==> src/rtl/bfu_pipe.sv <==
// Pipelined radix-2 DIT butterfly: Ya = Xa + Xb*W, Yb = Xa - Xb*W.
// Three register ranks (products, rounded twiddle product, saturated outputs), one butterfly per clock.
module bfu_pipe #(
    parameter int unsigned DW = 16,
    parameter int unsigned TW = 16
) (
    input  logic          clk_i,
    input  logic          rst_i,
    input  logic          in_valid_i,
    input  logic          scale_en_i,
    input  logic [DW-1:0] xa_r_i,
    input  logic [DW-1:0] xa_i_i,
    input  logic [DW-1:0] xb_r_i,
    input  logic [DW-1:0] xb_i_i,
    input  logic [TW-1:0] w_r_i,
    input  logic [TW-1:0] w_i_i,
    input  logic          ovf_clr_i,
    output logic          out_valid_o,
    output logic [DW-1:0] ya_r_o,
    output logic [DW-1:0] ya_i_o,
    output logic [DW-1:0] yb_r_o,
    output logic [DW-1:0] yb_i_o,
    output logic          sat_o,
    output logic          ovf_sticky_o
);

    localparam int unsigned PW = DW + TW;
    localparam int unsigned SW = PW + 1;
    localparam int unsigned RW = DW + 2;
    localparam int unsigned AW = DW + 3;

    localparam logic signed [SW-1:0] RndK = SW'(1) << (TW - 2);
    localparam logic signed [AW-1:0] One  = AW'(1);
    localparam logic signed [AW-1:0] MaxV = AW'((1 << (DW - 1)) - 1);
    localparam logic signed [AW-1:0] MinV = ~MaxV;

    // Stage 1 registers
    logic                 v1_q, sc1_q;
    logic [DW-1:0]        xar1_q, xai1_q;
    logic signed [PW-1:0] m_rr_q, m_ii_q, m_ri_q, m_ir_q;
    logic signed [PW-1:0] m_rr_d, m_ii_d, m_ri_d, m_ir_d;

    // Stage 2 registers
    logic                 v2_q, sc2_q;
    logic [DW-1:0]        xar2_q, xai2_q;
    logic signed [RW-1:0] pr2_q, pi2_q;
    logic signed [RW-1:0] pr2_d, pi2_d;

    // Output registers
    logic                 out_valid_q, sat_q, sat_d, sticky_q;
    logic [DW-1:0]        ya_r_q, ya_i_q, yb_r_q, yb_i_q;
    logic [DW-1:0]        ya_r_d, ya_i_d, yb_r_d, yb_i_d;

    logic signed [PW-1:0] xbr_x, xbi_x, wr_x, wi_x;
    logic signed [SW-1:0] sum_r, sum_i, rnd_r, rnd_i;
    logic signed [AW-1:0] xar_x, xai_x, pr_x, pi_x;
    logic [3:0]           sat_v;

    // Optional halving, then clamp; returns {saturated, value}.
    function automatic logic [DW:0] scale_sat(input logic signed [AW-1:0] s, input logic sc);
        logic signed [AW-1:0] t;
        t = s;
        if (sc) begin
            t = s + One;
            t = t >>> 1;
        end
        if (t > MaxV) begin
            scale_sat = {1'b1, MaxV[DW-1:0]};
        end else if (t < MinV) begin
            scale_sat = {1'b1, MinV[DW-1:0]};
        end else begin
            scale_sat = {1'b0, t[DW-1:0]};
        end
    endfunction

    always_comb begin
        xbr_x  = $signed({{TW{xb_r_i[DW-1]}}, xb_r_i});
        xbi_x  = $signed({{TW{xb_i_i[DW-1]}}, xb_i_i});
        wr_x   = $signed({{DW{w_r_i[TW-1]}}, w_r_i});
        wi_x   = $signed({{DW{w_i_i[TW-1]}}, w_i_i});
        m_rr_d = xbr_x * wr_x;
        m_ii_d = xbi_x * wi_x;
        m_ri_d = xbr_x * wi_x;
        m_ir_d = xbi_x * wr_x;
    end

    always_comb begin
        sum_r = $signed({m_rr_q[PW-1], m_rr_q}) - $signed({m_ii_q[PW-1], m_ii_q});
        sum_i = $signed({m_ri_q[PW-1], m_ri_q}) + $signed({m_ir_q[PW-1], m_ir_q});
        rnd_r = sum_r + RndK;
        rnd_i = sum_i + RndK;
        // Slicing off the low TW-1 bits is the arithmetic shift.
        pr2_d = rnd_r[SW-1:TW-1];
        pi2_d = rnd_i[SW-1:TW-1];
    end

    always_comb begin
        xar_x = $signed({{3{xar2_q[DW-1]}}, xar2_q});
        xai_x = $signed({{3{xai2_q[DW-1]}}, xai2_q});
        pr_x  = $signed({pr2_q[RW-1], pr2_q});
        pi_x  = $signed({pi2_q[RW-1], pi2_q});
        {sat_v[0], ya_r_d} = scale_sat(xar_x + pr_x, sc2_q);
        {sat_v[1], ya_i_d} = scale_sat(xai_x + pi_x, sc2_q);
        {sat_v[2], yb_r_d} = scale_sat(xar_x - pr_x, sc2_q);
        {sat_v[3], yb_i_d} = scale_sat(xai_x - pi_x, sc2_q);
        sat_d = v2_q & (|sat_v);
    end

    always_ff @(posedge clk_i) begin
        if (rst_i) begin
            v1_q   <= 1'b0;
            sc1_q  <= 1'b0;
            xar1_q <= '0;
            xai1_q <= '0;
            m_rr_q <= '0;
            m_ii_q <= '0;
            m_ri_q <= '0;
            m_ir_q <= '0;
        end else begin
            v1_q <= in_valid_i;
            if (in_valid_i) begin
                sc1_q  <= scale_en_i;
                xar1_q <= xa_r_i;
                xai1_q <= xa_i_i;
                m_rr_q <= m_rr_d;
                m_ii_q <= m_ii_d;
                m_ri_q <= m_ri_d;
                m_ir_q <= m_ir_d;
            end
        end
    end

    always_ff @(posedge clk_i) begin
        if (rst_i) begin
            v2_q   <= 1'b0;
            sc2_q  <= 1'b0;
            xar2_q <= '0;
            xai2_q <= '0;
            pr2_q  <= '0;
            pi2_q  <= '0;
        end else begin
            v2_q <= v1_q;
            if (v1_q) begin
                sc2_q  <= sc1_q;
                xar2_q <= xar1_q;
                xai2_q <= xai1_q;
                pr2_q  <= pr2_d;
                pi2_q  <= pi2_d;
            end
        end
    end

    always_ff @(posedge clk_i) begin
        if (rst_i) begin
            out_valid_q <= 1'b0;
            sat_q       <= 1'b0;
            ya_r_q      <= '0;
            ya_i_q      <= '0;
            yb_r_q      <= '0;
            yb_i_q      <= '0;
        end else begin
            out_valid_q <= v2_q;
            sat_q       <= sat_d;
            if (v2_q) begin
                ya_r_q <= ya_r_d;
                ya_i_q <= ya_i_d;
                yb_r_q <= yb_r_d;
                yb_i_q <= yb_i_d;
            end
        end
    end

    // A qualified saturation outranks a coincident clear.
    always_ff @(posedge clk_i) begin
        if (rst_i) begin
            sticky_q <= 1'b0;
        end else if (out_valid_q && sat_q) begin
            sticky_q <= 1'b1;
        end else if (ovf_clr_i) begin
            sticky_q <= 1'b0;
        end
    end

    assign out_valid_o  = out_valid_q;
    assign sat_o        = sat_q;
    assign ya_r_o       = ya_r_q;
    assign ya_i_o       = ya_i_q;
    assign yb_r_o       = yb_r_q;
    assign yb_i_o       = yb_i_q;
    assign ovf_sticky_o = sticky_q;

endmodule

==> config.mk <==
export PLATFORM = sky130hd
export DESIGN_NAME = bfu_pipe
export DESIGN_NICKNAME = d
export VERILOG_FILES = /design/src/rtl/bfu_pipe.sv
export SDC_FILE = /design/constraint.sdc
export NUM_CORES = 2
export LEC_CHECK = 0
export BUFFER_PORTS_ARGS = -buffer_cell sky130_fd_sc_hd__buf_4
export CAP_MARGIN = 20
export CORE_MARGIN = 2
export CORE_UTILIZATION = 32
export DETAILED_ROUTE_END_ITERATION = 10
export PLACE_DENSITY = 0.53
export SLEW_MARGIN = 30
export SYNTH_ARGS = -nofsm -noshare
export SYNTH_HDL_FRONTEND = slang
export SYNTH_SLANG_ARGS = --single-unit
==> constraint.sdc <==
create_clock -name clk_i -period 7 [get_ports clk_i]
set_input_delay 1.05 -clock clk_i [delete_from_list [all_inputs] [get_ports clk_i]]
set_output_delay 1.05 -clock clk_i [all_outputs]
set_load 0.02 [all_outputs]
# --- Yosys cells after proc, flatten, opt, wreduce, memory -nomap -nowiden ---
# Index checks and enable logic that the tools add are counted.
op_classes:
  n_mux: 14
  multipliers: 4
  n_bitwise: 1
  order_cmp: 8
  reduce_logical: 3
  add_sub_neg: 12
ops:
  columns: ["op", "n"]
  rows:
  - ["$mux 17", 8]
  - ["$mul 16x16->32", 4]
  - ["$add 19x2->19 const B", 4]
  - ["$gt 19x16->1 const B", 4]
  - ["$lt 19x16->1 const B", 4]
  - ["$mux 19", 4]
  - ["$add 33x16->33 const B", 2]
  - ["$add 16x18->19", 2]
  - ["$sub 16x18->19", 2]
  - ["$add 32x32->33", 1]
  - ["$sub 32x32->33", 1]
  - ["$reduce_or 4->1", 1]
  - ["$mux 1", 2]
  - ["$reduce_bool 2->1", 1]
  - ["$and 1x1->1", 1]
  - ["$logic_and 1x1->1", 1]
word_totals:
  wordCells: 63
  in_bits: 101
  reg_bits: 299

# --- Depth between registers and ports, before layout ---
depth:
  word_depth: 8
  mapped_depth: 28
  depth_no_buf: 27

# --- Worst setup path after synthesis ---
# Ideal clock, no wire load.
synth_timing:
  path_type: "input-to-reg"
  start: "in xb_r_i[11]"
  end: "reg m_rr_q[30]"
  n_path_buf: 1
  path_stages: 24
  t_required_ns: 6.883
  path_slack_ns: -0.312
  arrival_time_ns: 7.195
  cell_sequence: "clkbuf_1 > nand2_1 > fa_1 > fa_1 > fa_1 > inv_1 > fa_1 > fa_1 > inv_1 > fa_1 > inv_1 > ha_1 > and3_1 > a221oi_1 > o21ai_0 > nor3_1 > a21oi_1 > o311a_1 > o31ai_1 > nand4b_1 > and3_1 > a2111oi_0 > xnor2_1 > a22o_1"
synth_between:
  elab_chain_cells: 1
synth_rtl:
  columns: ["item", "line", "rtl"]
  rows:
  - ["from (decl)", "13", "input logic [DW-1:0] xb_r_i,"]
  - ["$mul 16x16->32", "81", "m_rr_d = xbr_x * wr_x;"]
  - ["to (signal assigned)", "125", "m_rr_q <= m_rr_d;"]
  - ["to (decl)", "40", "logic signed [PW-1:0] m_rr_q, m_ii_q, m_ri_q, m_ir_q;"]
# No other way between the ends.
# A chain may end at the register's enable or synchronous reset.

# --- Final worst setup path ---
layout_timing:
  start: "in xb_i_i[6]"
  end: "reg m_ir_q[31]"
layout_between:
  elab_chain_cells: 1
layout_rtl:
  columns: ["item", "line", "rtl"]
  rows:
  - ["from (decl)", "14", "input logic [DW-1:0] xb_i_i,"]
  - ["$mul 16x16->32", "84", "m_ir_d = xbi_x * wr_x;"]
  - ["to (signal assigned)", "128", "m_ir_q <= m_ir_d;"]
  - ["to (decl)", "40", null]
# No other way between the ends.

==> results.sh <==
export IMPL_status="finished clean"
export IMPL_die_area_um2=185800
export IMPL_cts_sinks=299
export IMPL_top_usage_layer="met2"
export IMPL_ctsRootBufferMaster="clkbuf_16"
export IMPL_post_drt_wl_per_cell_um=18.15
export IMPL_pre_cts_ws_ns=-0.9448
export IMPL_max_freq_mhz=146.5
export IMPL_dieWidth_um=431.0
export IMPL_grt_setup_unrepaired="true"
export IMPL_use_met2=0.3216
export IMPL_synth_edf_count=0
export IMPL_drt_total_wl_um=172300
export IMPL_antenna_found_initial=19
export IMPL_postSynthAreaPerCell_um2=8.736
export IMPL_htree_levels=2
export IMPL_slew_headroom=0.3694
export IMPL_synthToLayoutAreaGrowth_pct=15.57
export IMPL_required_ns=7.52
export IMPL_grt_overflow_total=0
export IMPL_ioPinCount=168
export IMPL_grt_usage=0.1853
export IMPL_syn_inst=6679
export IMPL_hold_viol=0
export IMPL_syn_nets=8358
export IMPL_drive_gt1_frac=0.1225
export IMPL_critical_path_class="in -> reg"
export IMPL_worst_endpoint_arrival_ns=7.35
export IMPL_slew_violations=0
export IMPL_cts_hold_buf=0
export IMPL_min_path_type="reg -> reg"
export IMPL_synth_seq_area_share=0.1026
export IMPL_fp_row_count=156
export IMPL_utilization=0.3727
export IMPL_vias=45410
export IMPL_nNetsFinal=8771
export IMPL_viasPerCell=4.782
export IMPL_max_cap_violations=0
export IMPL_clock_skew_ns=0.04449
export IMPL_setup_tns_final_ns=0
export IMPL_clockBufferDepth=3
export IMPL_ys_types=88
export IMPL_fp_dieH_um=431.0
export IMPL_place_congestion=0.8984
export IMPL_worst_setup_path_end_kind="flop"
export IMPL_netlist_area_um2=58350
export IMPL_yosys_warnings=0
export IMPL_crit_top_cell="fa_1"
export IMPL_port_buffers=167
export IMPL_use_met1=0.2473
export IMPL_finalSetupViolCount=0
export IMPL_drc_errors=0
export IMPL_cts_clk_slew_worst_paths_ns=0.07
export IMPL_hold_depth=2
export IMPL_ant_nets=0
export IMPL_critPathMaxFanout=7
export IMPL_worst_skew_pair_late_latency_ns=0.63
export IMPL_start_kind="primary input"
export IMPL_fp_coreArea_um2=180900
export IMPL_first_iter_violations=2278
export IMPL_cts_tree="built"
export IMPL_cpPeakStageDelay_ns=0.60
export IMPL_post_route_period_util=0.9750
export IMPL_layout_setup_ws_ns=0.1748
export IMPL_ys_async_sr_fraction=0
export IMPL_cpMaxStageDelayCell="fa_1"
export IMPL_grt_max_degree=156
export IMPL_worstMarginPinSlew_ns=0.9391
export IMPL_holdWs_ns=0.4590
export IMPL_initial_core_util=0.3225
export IMPL_cts_made_buffers=39
export IMPL_dp_final_hpwl_um=147100
export IMPL_layout_min_cycle_time_ns=6.825
export IMPL_grt_pass1_wl_um=270800
export IMPL_synth_seq_cells=299
export IMPL_grtUsageMet3=0.01930
export IMPL_first_global_vias=47700
export IMPL_drtPass1Iterations=5
export IMPL_reg2reg_depth=15
export IMPL_ys_flop_type="dfxtp_1"
[logic make-up (layout without fill, tap and decap cells)]
logic type	after synthesis	after routing	share of synthesized area
xor gates and xnor gates	219	219	0.03287
buffers and inverters	1641	2083	0.1062
muxes	190	190	0.03283
adders and majority gates	1578	1578	0.4737
and+or+nand+nor	1968	1968	0.1612
DFF	299	299	0.1026
other	0	3	0
AOI/OAI and AO/OA	784	784	0.09062
[per-stage QoR]
stage,area (um2),std cells
finish,67430,9494
floorplan,58410,6679
global placement,65510,9419
detailed placement,65520,9419
CTS,66910,9489
global route,67430,9494
[per-layer routing]
metal,vias to the layer above,part of all wire
li1,21600,-
met1,22790,0.45
met2,847,0.49
met3,170,0.043
met4,4,0.022
met5,-,0.00012
[registers in the layout (all words and copies together) (netlist names), 16 cells and up]
signal	cells
yb_i_o	16
m_rr_q	32
xar1_q	16
m_ri_q	32
ya_i_o	16
pr2_q	18
pi2_q	18
ya_r_o	16
xai1_q	16
m_ir_q	32
xai2_q	16
m_ii_q	32
xar2_q	16
yb_r_o	16
[synthesized netlist by cell type (53+ instances only)]
cell,instances,area share
nor2_1,445,0.029
xnor2_1,169,0.025
ha_1,526,0.11
dfxtp_1,299,0.10
and2_1,451,0.048
inv_1,1333,0.086
fa_1,1052,0.36
clkbuf_1,275,0.018
a211oi_1,53,0.0068
o21ai_0,157,0.013
a21o_1,73,0.0094
mux2i_1,179,0.031
a21oi_1,187,0.016
nand3_1,53,0.0045
nor3_1,74,0.0063
nand2_1,704,0.045
[path summary, 6_finish.rpt]
check	to	start	slack, ns
max	m_ir_q[31]	xb_i_i[6]	0.17
min	ya_r_o[8]	ya_r_o[8]	0.46
max reg2reg	sat_o	pi2_q[0]	1.93
min reg2reg	ya_r_o[8]	ya_r_o[8]	0.46
[cell usage in the layout, fill, tap and decap left out, types with 38 or more instances in the layout]
master     instances
inv_1           1326
fa_1            1047
nand2_1          701
buf_4            627
ha_1             515
and2_1           449
nor2_1           441
dfxtp_1          297
mux2i_1          179
a21oi_1          177
xnor2_1          167
o21ai_0          149
nor3_1            74
a21o_1            73
nand3_1           53
nand2b_1          52
a211oi_1          51
xor2_1            50
clkbuf_16         41
o21a_1            38
[final cells by class]
class,count,area (um2)
Tap cell,2370,2965
Timing Repair Buffer,678,5522
Multi-Input combinational cell,4739,46570
Antenna cell,3,7.507
Clock buffer,44,1035
Clock inverter,26,331.6
Sequential cell,299,5991
Inverter,1335,5011
Fill cell,18440,113500
[worst max-delay path, delay by kind of cell]
kind	cells	cell delay [ns]
and+or+nand+nor	3	0.50
adders and majority gates	7	3.28
buffers and inverters	10	1.13
AOI/OAI and AO/OA	9	1.34
[repair_timing]
item                       CTS  global route
pin swaps                    0            53
buffers inserted             0             7
resized for setup            6           104
cloned                       0             2
setup endpoints to repair    7            23
Power is left out: the tool's default activity adds up to more than one toggle a clock period on the data nets, which glitch-free logic cannot reach.
